$ cat config.mk
export PLATFORM = sky130hd
export DESIGN_NAME = pipe_regs_fde
export DESIGN_NICKNAME = d
export VERILOG_FILES = /design/src/rtl/pipe_regs_fde.sv
export SDC_FILE = /design/constraint.sdc
export NUM_CORES = 1
export LEC_CHECK = 0
export BUFFER_PORTS_ARGS = -buffer_cell sky130_fd_sc_hd__buf_2
export CAP_MARGIN = 10
export CORE_AREA = 2 2 184 186
export CTS_BUF_LIST = sky130_fd_sc_hd__clkbuf_8
export DETAILED_ROUTE_END_ITERATION = 6
export DIE_AREA = 0 0 186 188
export PLACE_DENSITY_LB_ADDON = 0.05
export SETUP_SLACK_MARGIN = 0.2
export SYNTH_ARGS = -nofsm -noshare
export SYNTH_HDL_FRONTEND = slang
export SYNTH_SLANG_ARGS = --single-unit
$ cat constraint.sdc
create_clock -name clk -period 4.3 [get_ports clk]
set_input_delay 0.43 -clock clk [delete_from_list [all_inputs] [get_ports clk]]
set_output_delay 0.43 -clock clk [all_outputs]
set_load 0.01 [all_outputs]
$ cat src/rtl/pipe_regs_fde.sv
// Fetch/decode/execute pipeline register bank.
// Holds the PC, the F/D and D/E registers, per-stage valid bits and
// saturating stall/bubble performance counters. All outputs are registered.
module pipe_regs_fde #(
  parameter int                 DATA_W   = 32,
  parameter int                 CTRL_W   = 10,
  parameter logic [DATA_W-1:0]  RESET_PC = '0,
  parameter int                 CNT_W    = 16
) (
  input  logic              clk,
  input  logic              reset,
  input  logic              stallF,
  input  logic              stallD,
  input  logic              flushE,
  input  logic              pcsrcD,
  input  logic [DATA_W-1:0] pcnextF,
  input  logic [31:0]       instrF,
  input  logic [DATA_W-1:0] pcplus4F,
  output logic [DATA_W-1:0] pcF,
  output logic [31:0]       instrD,
  output logic [DATA_W-1:0] pcplus4D,
  output logic              validD,
  input  logic [CTRL_W-1:0] ctrlD,
  input  logic [DATA_W-1:0] rd1D,
  input  logic [DATA_W-1:0] rd2D,
  input  logic [4:0]        rsD,
  input  logic [4:0]        rtD,
  input  logic [4:0]        rdD,
  input  logic [DATA_W-1:0] signimmD,
  output logic [CTRL_W-1:0] ctrlE,
  output logic [DATA_W-1:0] srcaE,
  output logic [DATA_W-1:0] srcbE,
  output logic [4:0]        rsE,
  output logic [4:0]        rtE,
  output logic [4:0]        rdE,
  output logic [DATA_W-1:0] signimmE,
  output logic              validE,
  output logic [CNT_W-1:0]  stall_cnt,
  output logic [CNT_W-1:0]  bubble_cnt
);

  // PC register: hold on stallF, otherwise advance to the next PC
  always_ff @(posedge clk) begin
    if (!reset) begin
      pcF <= RESET_PC;
    end else if (!stallF) begin
      pcF <= pcnextF;
    end
  end

  // F/D register: stall holds (even over a taken branch, which re-resolves
  // next cycle), a taken branch squashes F into a nop, otherwise load
  always_ff @(posedge clk) begin
    if (!reset) begin
      instrD   <= '0;
      pcplus4D <= '0;
      validD   <= 1'b0;
    end else if (stallD) begin
      instrD   <= instrD;
      pcplus4D <= pcplus4D;
      validD   <= validD;
    end else if (pcsrcD) begin
      instrD   <= '0;
      pcplus4D <= '0;
      validD   <= 1'b0;
    end else begin
      instrD   <= instrF;
      pcplus4D <= pcplus4F;
      validD   <= 1'b1;
    end
  end

  // D/E register: never stalls; a flush inserts a bubble whose register
  // specifiers are all zero so forwarding logic can never match it
  always_ff @(posedge clk) begin
    if (!reset || flushE) begin
      ctrlE    <= '0;
      srcaE    <= '0;
      srcbE    <= '0;
      rsE      <= '0;
      rtE      <= '0;
      rdE      <= '0;
      signimmE <= '0;
      validE   <= 1'b0;
    end else begin
      ctrlE    <= ctrlD;
      srcaE    <= rd1D;
      srcbE    <= rd2D;
      rsE      <= rsD;
      rtE      <= rtD;
      rdE      <= rdD;
      signimmE <= signimmD;
      validE   <= validD;
    end
  end

  // Saturating performance counters, cleared only by reset
  always_ff @(posedge clk) begin
    if (!reset) begin
      stall_cnt  <= '0;
      bubble_cnt <= '0;
    end else begin
      if (stallD && (stall_cnt != {CNT_W{1'b1}})) begin
        stall_cnt <= stall_cnt + CNT_W'(1);
      end
      if (flushE && (bubble_cnt != {CNT_W{1'b1}})) begin
        bubble_cnt <= bubble_cnt + CNT_W'(1);
      end
    end
  end

endmodule
Word level (Yosys, flattened, before mapping)
Cells that the tools add are included.
- $add $sub $neg: 2
- $mul: 0
- divide/modulo/power cells: 0
- magnitude comparators: 0
- equality and inequality tests: 2
- shift operators: 0
- mux-type cells: 3
- bitwise logic cells: 0
- reductions and logical operators: 4
- operator list (kind ; number):
    $mux W32 ; 2
    $add A16 B1 Y16 const B ; 2
    $ne A16 B16 Y1 const B ; 2
    $logic_and A1 B1 Y1 ; 2
    $logic_not A1 Y1 ; 1
    $logic_or A1 B1 Y1 ; 1
    $mux W1 ; 1
- flip-flop bits (word level): 251
- latch bits: 0
- bits in writable memories: 0
- bits in read-only memories: 0
- output and inout bits: 251
- logic and storage cells: 25
- memories kept: 0

Depth between registers and ports, before layout
Gate-level depths: netlist of run 1.
- depth in word-level cells: 2
- mapped depth: 6

Worst setup path before layout of run 1
No wires, ideal clock.
- kind: register to register
- from: register bubble_cnt[2]
- to: register bubble_cnt[13]
- library setup time: 0.070 ns
- arrival time: 1.689 ns
- required time: 4.230 ns
- slack: 2.541 ns
- stages on the path, launching flop included: 6
- buffers on the path: 1
- period minus slack after synthesis: 1.759 ns
- cell sequence: dfxtp_1 > nand4_2 > or3_1 > buf_2 > or4_1 > a21oi_1
- longest elaborated chain between the ends: 2
- elaborated cells on any way between the ends: 3
- those cells by class: 1 x add/sub; 1 x eq/ne; 1 x reduce/logical
- RTL lines (what ; RTL line ; text):
    start, declared ; 39 ; output logic [CNT_W-1:0] bubble_cnt
    start signal, assigned ; 107 ; bubble_cnt <= bubble_cnt + CNT_W'(1);
    branches (longest 2 deep; another with $add A16 B1 Y16) ; n/a ;
Several ways; the timed one is not identified.
A chain may end at the register's enable or synchronous reset.

Final worst setup path of run 1
- from: register stall_cnt[0]
- to: register stall_cnt[14]
- longest elaborated chain between the ends: 2
- elaborated cells on any way between the ends: 3
- those cells by class: 1 x add/sub; 1 x eq/ne; 1 x reduce/logical
- RTL lines (what ; RTL line ; text):
    start, declared ; 38 ; output logic [CNT_W-1:0] stall_cnt,
    start signal, assigned ; 104 ; stall_cnt <= stall_cnt + CNT_W'(1);
    branches (longest 2 deep; another with $add A16 B1 Y16) ; n/a ;
Several ways; the timed one is not identified.

==> results of run 1 <==
-- critical path: stages (launching register included) --
cell and delay [ns]:
dfxtp_1 0.48, ha_1 0.32, inv_1 0.11, nor4b_2 0.71, a41oi_1 0.20, a211oi_1 0.26
-- sequential cells by signal, indices dropped and copies added (netlist names), 10 cells and up --
name,flops
bubble_cnt,16
signimmE,32
instrD,32
pcplus4D,32
stall_cnt,16
ctrlE,10
srcaE,32
srcbE,32
pcF,32
-- cell usage in the layout, fill, tap and decap left out, types with 4 or more instances in the layout --
cell type and n:
nand3_1 12, or3_1 4, buf_4 5, mux2i_1 47, nand4_1 11, clkinv_2 4
a21oi_1 23, and2_1 123, inv_1 19, a22oi_1 63, nand2b_1 13, o31ai_1 6
dfxtp_1 251, nand2_1 26, nor2_1 103, buf_2 473, and3_1 5, or4_1 6
nor3_1 5, clkbuf_8 62
-- power by group --
part	internal, mW	switching (mW)	total (mW)
combinational	0.199	0.220	0.418
sequential	2.42	0.0345	2.45
clock	1.28	0.996	2.28
-- worst min path at each step --
stage               cells after the start                        start                           to  slack, ns
CTS                                     2                 signimmD[10]      signimmE[10]$_SDFF_PP0_       0.02
detailed placement                      2         pcF[30]$_SDFFE_PN0N_         pcF[30]$_SDFFE_PN0N_       0.48
global route                            2                       rsD[1]            rsE[1]$_SDFF_PP0_       0.03
finish                                  2                 signimmD[30]      signimmE[30]$_SDFF_PP0_       0.07
global placement                        2         pcF[27]$_SDFFE_PN0N_         pcF[27]$_SDFFE_PN0N_       0.47
floorplan                               2  bubble_cnt[15]$_SDFFE_PN0P_  bubble_cnt[15]$_SDFFE_PN0P_       0.49
-- metal layers --
| metal | global-route usage [%] | part of all wire [%] |
|---|---|---|
| met3 | 7.38 | 12 |
| met2 | 24.7 | 46 |
| met4 | 5.06 | 2.6 |
| met1 | 15.5 | 38 |
| met5 | 0 | 0.21 |
-- logic make-up after synthesis --
| family | after synthesis | synth area share (%) |
|---|---|---|
| compound gates | 106 | 9.03 |
| fa+ha+maj | 2 | 0.307 |
| buf+inv | 54 | 2.52 |
| flops | 251 | 61.7 |
| mux | 47 | 5.77 |
| simple gates | 320 | 20.7 |
-- layout make-up --
type / instances / area [um^2]
clock buffer: 62 / 853
antenna: 3 / 7.51
fill: 3477 / 21200
timing repair buffer: 478 / 2400
inverter: 4 / 16.3
sequential: 251 / 5020
tap: 448 / 561
multi-input combinational: 475 / 2940
clock inverter: 22 / 97.6
-- stage by stage --
step | setup WS [ns] | utilization [%] | hold slack [ns] | std cells | total power, mW
floorplan | 2.54 | - | 0.494 | 780 | 2.69
global placement | 1.71 | 33.0 | 0.471 | 1656 | 2.93
detailed placement | 1.68 | 33.0 | 0.478 | 1656 | 2.93
CTS | 2.13 | 35.9 | 0.0240 | 1740 | 5.26
global route | 1.93 | 35.9 | 0.0314 | 1741 | 5.41
finish | 2.13 | 35.9 | 0.0736 | 1743 | 5.15
==> metrics, run 1 <==
outcome=finished clean; Syn Std Cell Area=0.00815 mm^2; CP arrival=2.62 ns; RSZ-0062 raised after global routing=no; Seq/Total Area, Yosys=61.7%; crit path launch=stall_cnt[0]$_SDFFE_PN0P_; EDFF count, synth=0; syn_nets=1,005; Power Density=433 mW/mm^2; drt first pass iters=4; final count of pins violating max slew=0; count of boundary I/O pins=474; Netlist cell types=36; detailed placement HPWL=19,700 um; share of layout cells above drive strength 1=42.6%; DRC viols=0; Peak supply drop=0.221 mV; vias per cell=4.13; Die Ht=188 um; FP Rows=67; placed cell areas=0.0109 mm^2; detailed-route via count=7,200; critical path launch point type=flip-flop; Detail Route Antenna Nets=0; die width=186 um; largest cells by area after synthesis=dfxtp_1 (62%), and2_1 (9.4%), a22oi_1 (5.8%), mux2i_1 (5.8%), nor2_1 (4.8%); highest clock rate=0.461 GHz; Port Buf Inserts=473; Period minus WS final=2.17 ns; Reg clk slew, reported paths=0.06 ns; Mapped Cells=780; Hold Vio Cnt, Final=0; clk sinks=251; root buf cell=clkbuf_8; Worst Setup EP=stall_cnt[14]$_SDFFE_PN0P_; R2R setup slack=2.13 ns; Reg-to-Reg Start=stall_cnt[0]$_SDFFE_PN0P_; CP Capture Type=flip-flop; initial antenna violation count=5; Synth top cells by count=dfxtp_1 (251), and2_1 (123), nor2_1 (105); hold crit path type=input port to flip-flop; die footprint=0.0350 mm^2; Hold-fix buffers, CTS=0; synthesized area per cell=10.4 um^2; Overflow after GRT=0; worst reg2reg path endpoint=stall_cnt[14]$_SDFFE_PN0P_; RD Place Congestion=0.715; number of max-cap violations=0; max_slew headroom=32.7%; # H-tree levels=2; worst skew pair latency=0.55 ns; crit path max fanout=8; largest net degree at the start of global routing=123; final wirelength=27,200 um; critical path type=flip-flop to flip-flop; CTS tree=done; clock skew=0.0102 ns; async set-reset flop share out of synthesis=0%; YS warnings=0; vias in the first global route=6,887; top_reg_cell synth=dfxtp_1; final cycle utilization of the critical path=50.5%; postcts setup bufs=0; Max clock buf depth=3; nets=1,482; post_cts resized=0; initial drt markers=204; initial core utilization=24.6%; WL/cell=15.6 um; first-pass GRT wire length=39,400 um; final cell area excluding filler cells=0.0119 mm^2; P&R area growth vs syn=46.0%; Synth top area share=61.7%; area leader, netlist=dfxtp_1; final setup violation count=0; cts bufs inserted=47; Setup TNS=0 ns; Core Area=0.0331 mm^2; leakage power=5.93 nW; post-synthesis register bit count=251; worst slew pin tran=1.01 ns; R2R depth=5; Total GRT Usage=14.6%; WP data required=4.75 ns; most common cell in the synthesized netlist=dfxtp_1
(Power assumes the default switching activity.)
==> inputs of run 2 (changes only) <==
==> constraint.sdc (replaced) <==
create_clock -name clk -period 2.3 [get_ports clk]
set_input_delay 0.23 -clock clk [delete_from_list [all_inputs] [get_ports clk]]
set_output_delay 0.23 -clock clk [all_outputs]
set_load 0.01 [all_outputs]
==> run 2 against run 1 <==
Combinational power grew to 2.7 times the previous value. Fmax grew 16%. Final cell count grew 13%. Hold slack lost 0.0076 ns. Global-route usage grew 1.3 points. Clock skew grew 0.0041 ns. Count of clock-buffer cells in the layout shrank 5. Highest routed layer is now met4. Final area grew 18%.
==> metrics, run 2 (synthesis gave the netlist of run 1 again) <==
worst slew pin tran=0.588 ns; WP depth=4; Reg clk slew, reported paths=0.06 ns; DRC viols=0; P&R area growth vs syn=73.0%; cts bufs inserted=48; final wirelength=29,300 um; drt first pass iters=4; vias per cell=4.11; initial drt markers=251; share of layout cells above drive strength 1=36.1%; Hold Vio Cnt, Final=0; final setup violation count=0; Total GRT Usage=15.9%; clk sinks=251; RSZ-0062 raised after global routing=no; leakage power=6.89 nW; outcome=finished clean; Detail Route Antenna Nets=0; WL/cell=14.9 um; postcts setup bufs=0; worst-path cell chain=nand4_2 -> or3_1 -> or4_1 -> a21oi_1; Core Area=0.0331 mm^2; highest clock rate=0.536 GHz; crit-path leading delay family=simple AND/OR/NAND/NOR gates; number of max-cap violations=0; vias in the first global route=8,054; hold crit path type=input port to flip-flop; largest net degree at the start of global routing=112; Overflow after GRT=0; WP data required=2.76 ns; CP arrival=2.33 ns; Die Ht=188 um; die width=186 um; ANT cells=0; Power Density=692 mW/mm^2; critical path type=flip-flop to flip-flop; RD Place Congestion=0.736; count of boundary I/O pins=474; CTS tree=done; post_cts resized=0; CP Capture Type=flip-flop; multi-input logic area=0.00294 mm^2; detailed-route via count=8,063; initial core utilization=24.6%; detailed placement HPWL=20,100 um; most frequent cells in the layout=buf_2 (473), dfxtp_1 (251), dlygate4sd3_1 (216); overall power after layout=9.76 mW; critical path launch point type=flip-flop; final cycle utilization of the critical path=81.2%; hold depth=4; initial antenna violation count=0; Buf/Inv on CP=0; nets=1,704; max_slew headroom=60.8%; die footprint=0.0350 mm^2; R2R depth=4; Fillers=3,313; most common cell after layout, fill and taps aside=buf_2; Setup TNS=0 ns; fin util=42.6%; clock skew=0.0143 ns; first-pass GRT wire length=43,600 um; Hold-fix buffers, CTS=216; Period minus WS final=1.87 ns; FP Rows=67; Port Buf Inserts=473; final count of pins violating max slew=0; worst skew pair latency=0.55 ns; slowest stage delay, CP=0.51 ns; CP max stage cell=or3_1; Peak supply drop=0.402 mV; crit path max fanout=8; # H-tree levels=2; root buf cell=clkbuf_8; Max clock buf depth=3; register area=0.00502 mm^2
-- run 2: cell types whose count changed in the layout (fill, tap and decap cells not counted), sizes merged --
cell	delta
buf	+5
clkbuf	-5
dlygate4sd3	+216
inv	+10
clkinvlp	-2
diode	-3
clkinv	-2
-- run 2: metrics by stage --
stage	setup WS [ns]	instances	hold slack (ns)	instance area, um^2
6_report	0.433	1962	0.0659	14100
5_1_grt	0.357	1962	0.0546	14100
4_1_cts	0.442	1962	0.0231	14100
3_5_place_dp	0.483	1661	0.431	11000
3_3_place_gp	0.488	1661	0.430	11000
2_1_floorplan	0.541	780	0.352	8150
-- run 2: area by class of cell --
class | count | share of cell area (%)
Clock inverter | 28 | 0.781
Inverter | 4 | 0.115
Clock buffer | 57 | 5.56
Timing Repair Buffer | 699 | 33.1
Multi-Input combinational cell | 475 | 20.8
Tap cell | 448 | 3.98
Sequential cell | 251 | 35.6
-- run 2: metal layers --
layer / wire length [um] / GRT usage, % / vias up / part of all wire, %
met4: 756 / 5.48 / 0 / 2.6
met1: 11400 / 17.2 / 3591 / 39
li1: - / - / 4044 / -
met5: 0 / 0 / - / 0
met2: 14000 / 27.8 / 372 / 48
met3: 3090 / 6.39 / 56 / 11
-- run 2: power breakdown --
part	internal (mW)	switching [mW]	leakage, nW
clock network	2.22	1.84	0.552
logic	0.625	0.481	4.28
registers	4.52	0.0632	2.06
total	7.37	2.39	6.89
-- run 2: path summary, 6_finish.rpt --
kind	startpoint	to	slack, ns
hold / removal	pcsrcD	instrD[30]$_SDFFE_PN0N_	0.07
hold reg to reg	bubble_cnt[15]$_SDFFE_PN0P_	bubble_cnt[15]$_SDFFE_PN0P_	0.48
setup / recovery	bubble_cnt[2]$_SDFFE_PN0P_	bubble_cnt[9]$_SDFFE_PN0P_	0.43
setup reg to reg	bubble_cnt[2]$_SDFFE_PN0P_	bubble_cnt[9]$_SDFFE_PN0P_	0.43
-- run 2: tightest hold or removal path, cell delays in order --
cell	delay, ns
buf_2	0.12
nor3b_1	0.06
a21oi_1	0.11
nor2_1	0.05
==> inputs of run 3 (changes only) <==
==> constraint.sdc (replaced) <==
create_clock -name clk -period 1.8 [get_ports clk]
set_input_delay 0.18 -clock clk [delete_from_list [all_inputs] [get_ports clk]]
set_output_delay 0.18 -clock clk [all_outputs]
set_load 0.01 [all_outputs]
==> run 3 against run 2 <==
Clock skew is 0.0019 ns lower. Via count is 0.14% higher. Utilization is 0.90 points higher. Non-clock buffer count is 24 higher. Clock power is 28% higher. Sequential power is 28% higher. Global-route usage is 0.21 points higher. Largest cell class unchanged.
==> metrics, run 3 (synthesis gave the netlist of run 1 again) <==
Buf/Inv on CP=0; hold crit path type=input port to flip-flop; die footprint=0.0350 mm^2; share of layout cells above drive strength 1=39.5%; max_slew headroom=61.6%; clock skew=0.0124 ns; global-route layer with the greatest usage=met2; vias per cell=4.08; die width=186 um; highest clock rate=0.634 GHz; Power Density=866 mW/mm^2; placed cell areas=0.0112 mm^2; met3 usage=5.65%; FP Rows=67; drt first pass iters=4; CP Capture Type=flip-flop; critical path type=flip-flop to flip-flop; detailed placement HPWL=20,500 um; final cycle utilization of the critical path=87.6%; nets=1,725; Die Ht=188 um; cts bufs inserted=45; # H-tree levels=2; CP max stage cell=or4_4; final cell area excluding filler cells=0.0144 mm^2; P&R area growth vs syn=76.7%; critical path launch point type=flip-flop; leakage power=7.02 nW; final setup violation count=0; Max clock buf depth=3; Hold Vio Cnt, Final=0; slowest stage delay, CP=0.49 ns; M2 GR Usage=29.4%; Peak supply drop=0.631 mV; Port Buf Inserts=473; largest net degree at the start of global routing=112; DRC viols=0; number of max-cap violations=0; Detail Route Antenna Nets=0; final wirelength=29,500 um; most common cell after layout, fill and taps aside=buf_2; crit path max fanout=7; Reg clk slew, reported paths=0.06 ns; initial core utilization=24.6%; Setup TNS=0 ns; CP arrival=2.06 ns; root buf cell=clkbuf_8; Overflow after GRT=0; CTS tree=done; worst slew pin tran=0.577 ns; worst skew pair latency=0.56 ns; ANT cells=0; WL/cell=14.9 um; crit-path leading delay family=simple AND/OR/NAND/NOR gates; initial drt markers=205; RSZ-0062 raised after global routing=yes; Period minus WS final=1.58 ns; most frequent cells in the layout=buf_2 (473), dfxtp_1 (237), dlygate4sd3_1 (219); WP data required=2.29 ns; outcome=finished clean; clk sinks=251; detailed-route via count=8,074; grt met1 use=17.1%; RD Place Congestion=0.758; count of boundary I/O pins=474; Total GRT Usage=16.1%; first-pass GRT wire length=43,900 um; Core Area=0.0331 mm^2; initial antenna violation count=0; final count of pins violating max slew=0; vias in the first global route=8,010; worst-path cell chain=nand4_4 -> or3_4 -> or4_4 -> a21oi_1; overall power after layout=12.5 mW
-- run 3: worst reg2reg max path: stages (launching register included) --
cell and delay (ns):
dfxtp_4 0.35, nand4_4 0.12, or3_4 0.43, or4_4 0.49, a21oi_1 0.13
-- run 3: final cells by class --
cell class                      count  area (um^2)
Multi-Input combinational cell    475         3030
Tap cell                          448          561
Clock inverter                     20         83.8
Fill cell                        3304        18700
Clock buffer                       58          798
Sequential cell                   251         5060
Inverter                            4         16.3
Timing Repair Buffer              723         4850
-- run 3: repair_timing --
item	4_1_cts	5_1_grt
hold endpoints to repair	218	0
setup buffers	5	1
resized for setup	5	24
hold buffers	219	0
pin swaps	3	4
setup endpoints to repair	12	23
-- run 3: stage by stage --
stage / hold slack [ns] / instances / setup WS, ns / utilization (%)
after floorplan: 0.302 / 780 / 0.180 / -
after global placement: 0.380 / 1676 / 0.124 / 33.8
after detailed placement: 0.381 / 1676 / 0.0922 / 33.8
after CTS: 0.0157 / 1978 / 0.189 / 43.3
after global routing: 0.0186 / 1979 / 0.177 / 43.5
final: 0.0345 / 1979 / 0.224 / 43.5
-- run 3: path summary, 6_finish.rpt --
kind	start	slack, ns	to	cells past startpoint
worst min register to register	bubble_cnt[6]$_SDFFE_PN0P_	0.47	bubble_cnt[6]$_SDFFE_PN0P_	1
worst min-delay path	flushE	0.03	bubble_cnt[5]$_SDFFE_PN0P_	4
worst max-delay path	bubble_cnt[5]$_SDFFE_PN0P_	0.22	bubble_cnt[13]$_SDFFE_PN0P_	4
worst max register to register	bubble_cnt[5]$_SDFFE_PN0P_	0.22	bubble_cnt[13]$_SDFFE_PN0P_	4
-- run 3: report_power, final --
group	total [mW]	internal (mW)	switching, mW
logic	1.44	0.816	0.624
clock network	5.19	2.87	2.32
registers	5.85	5.77	0.0801
-- run 3: metal layers --
layer / up-vias / wire length (um)
li1: 4089 / -
met1: 3598 / 11400
met2: 332 / 14800
met3: 55 / 2710
met4: 0 / 621
met5: - / 0
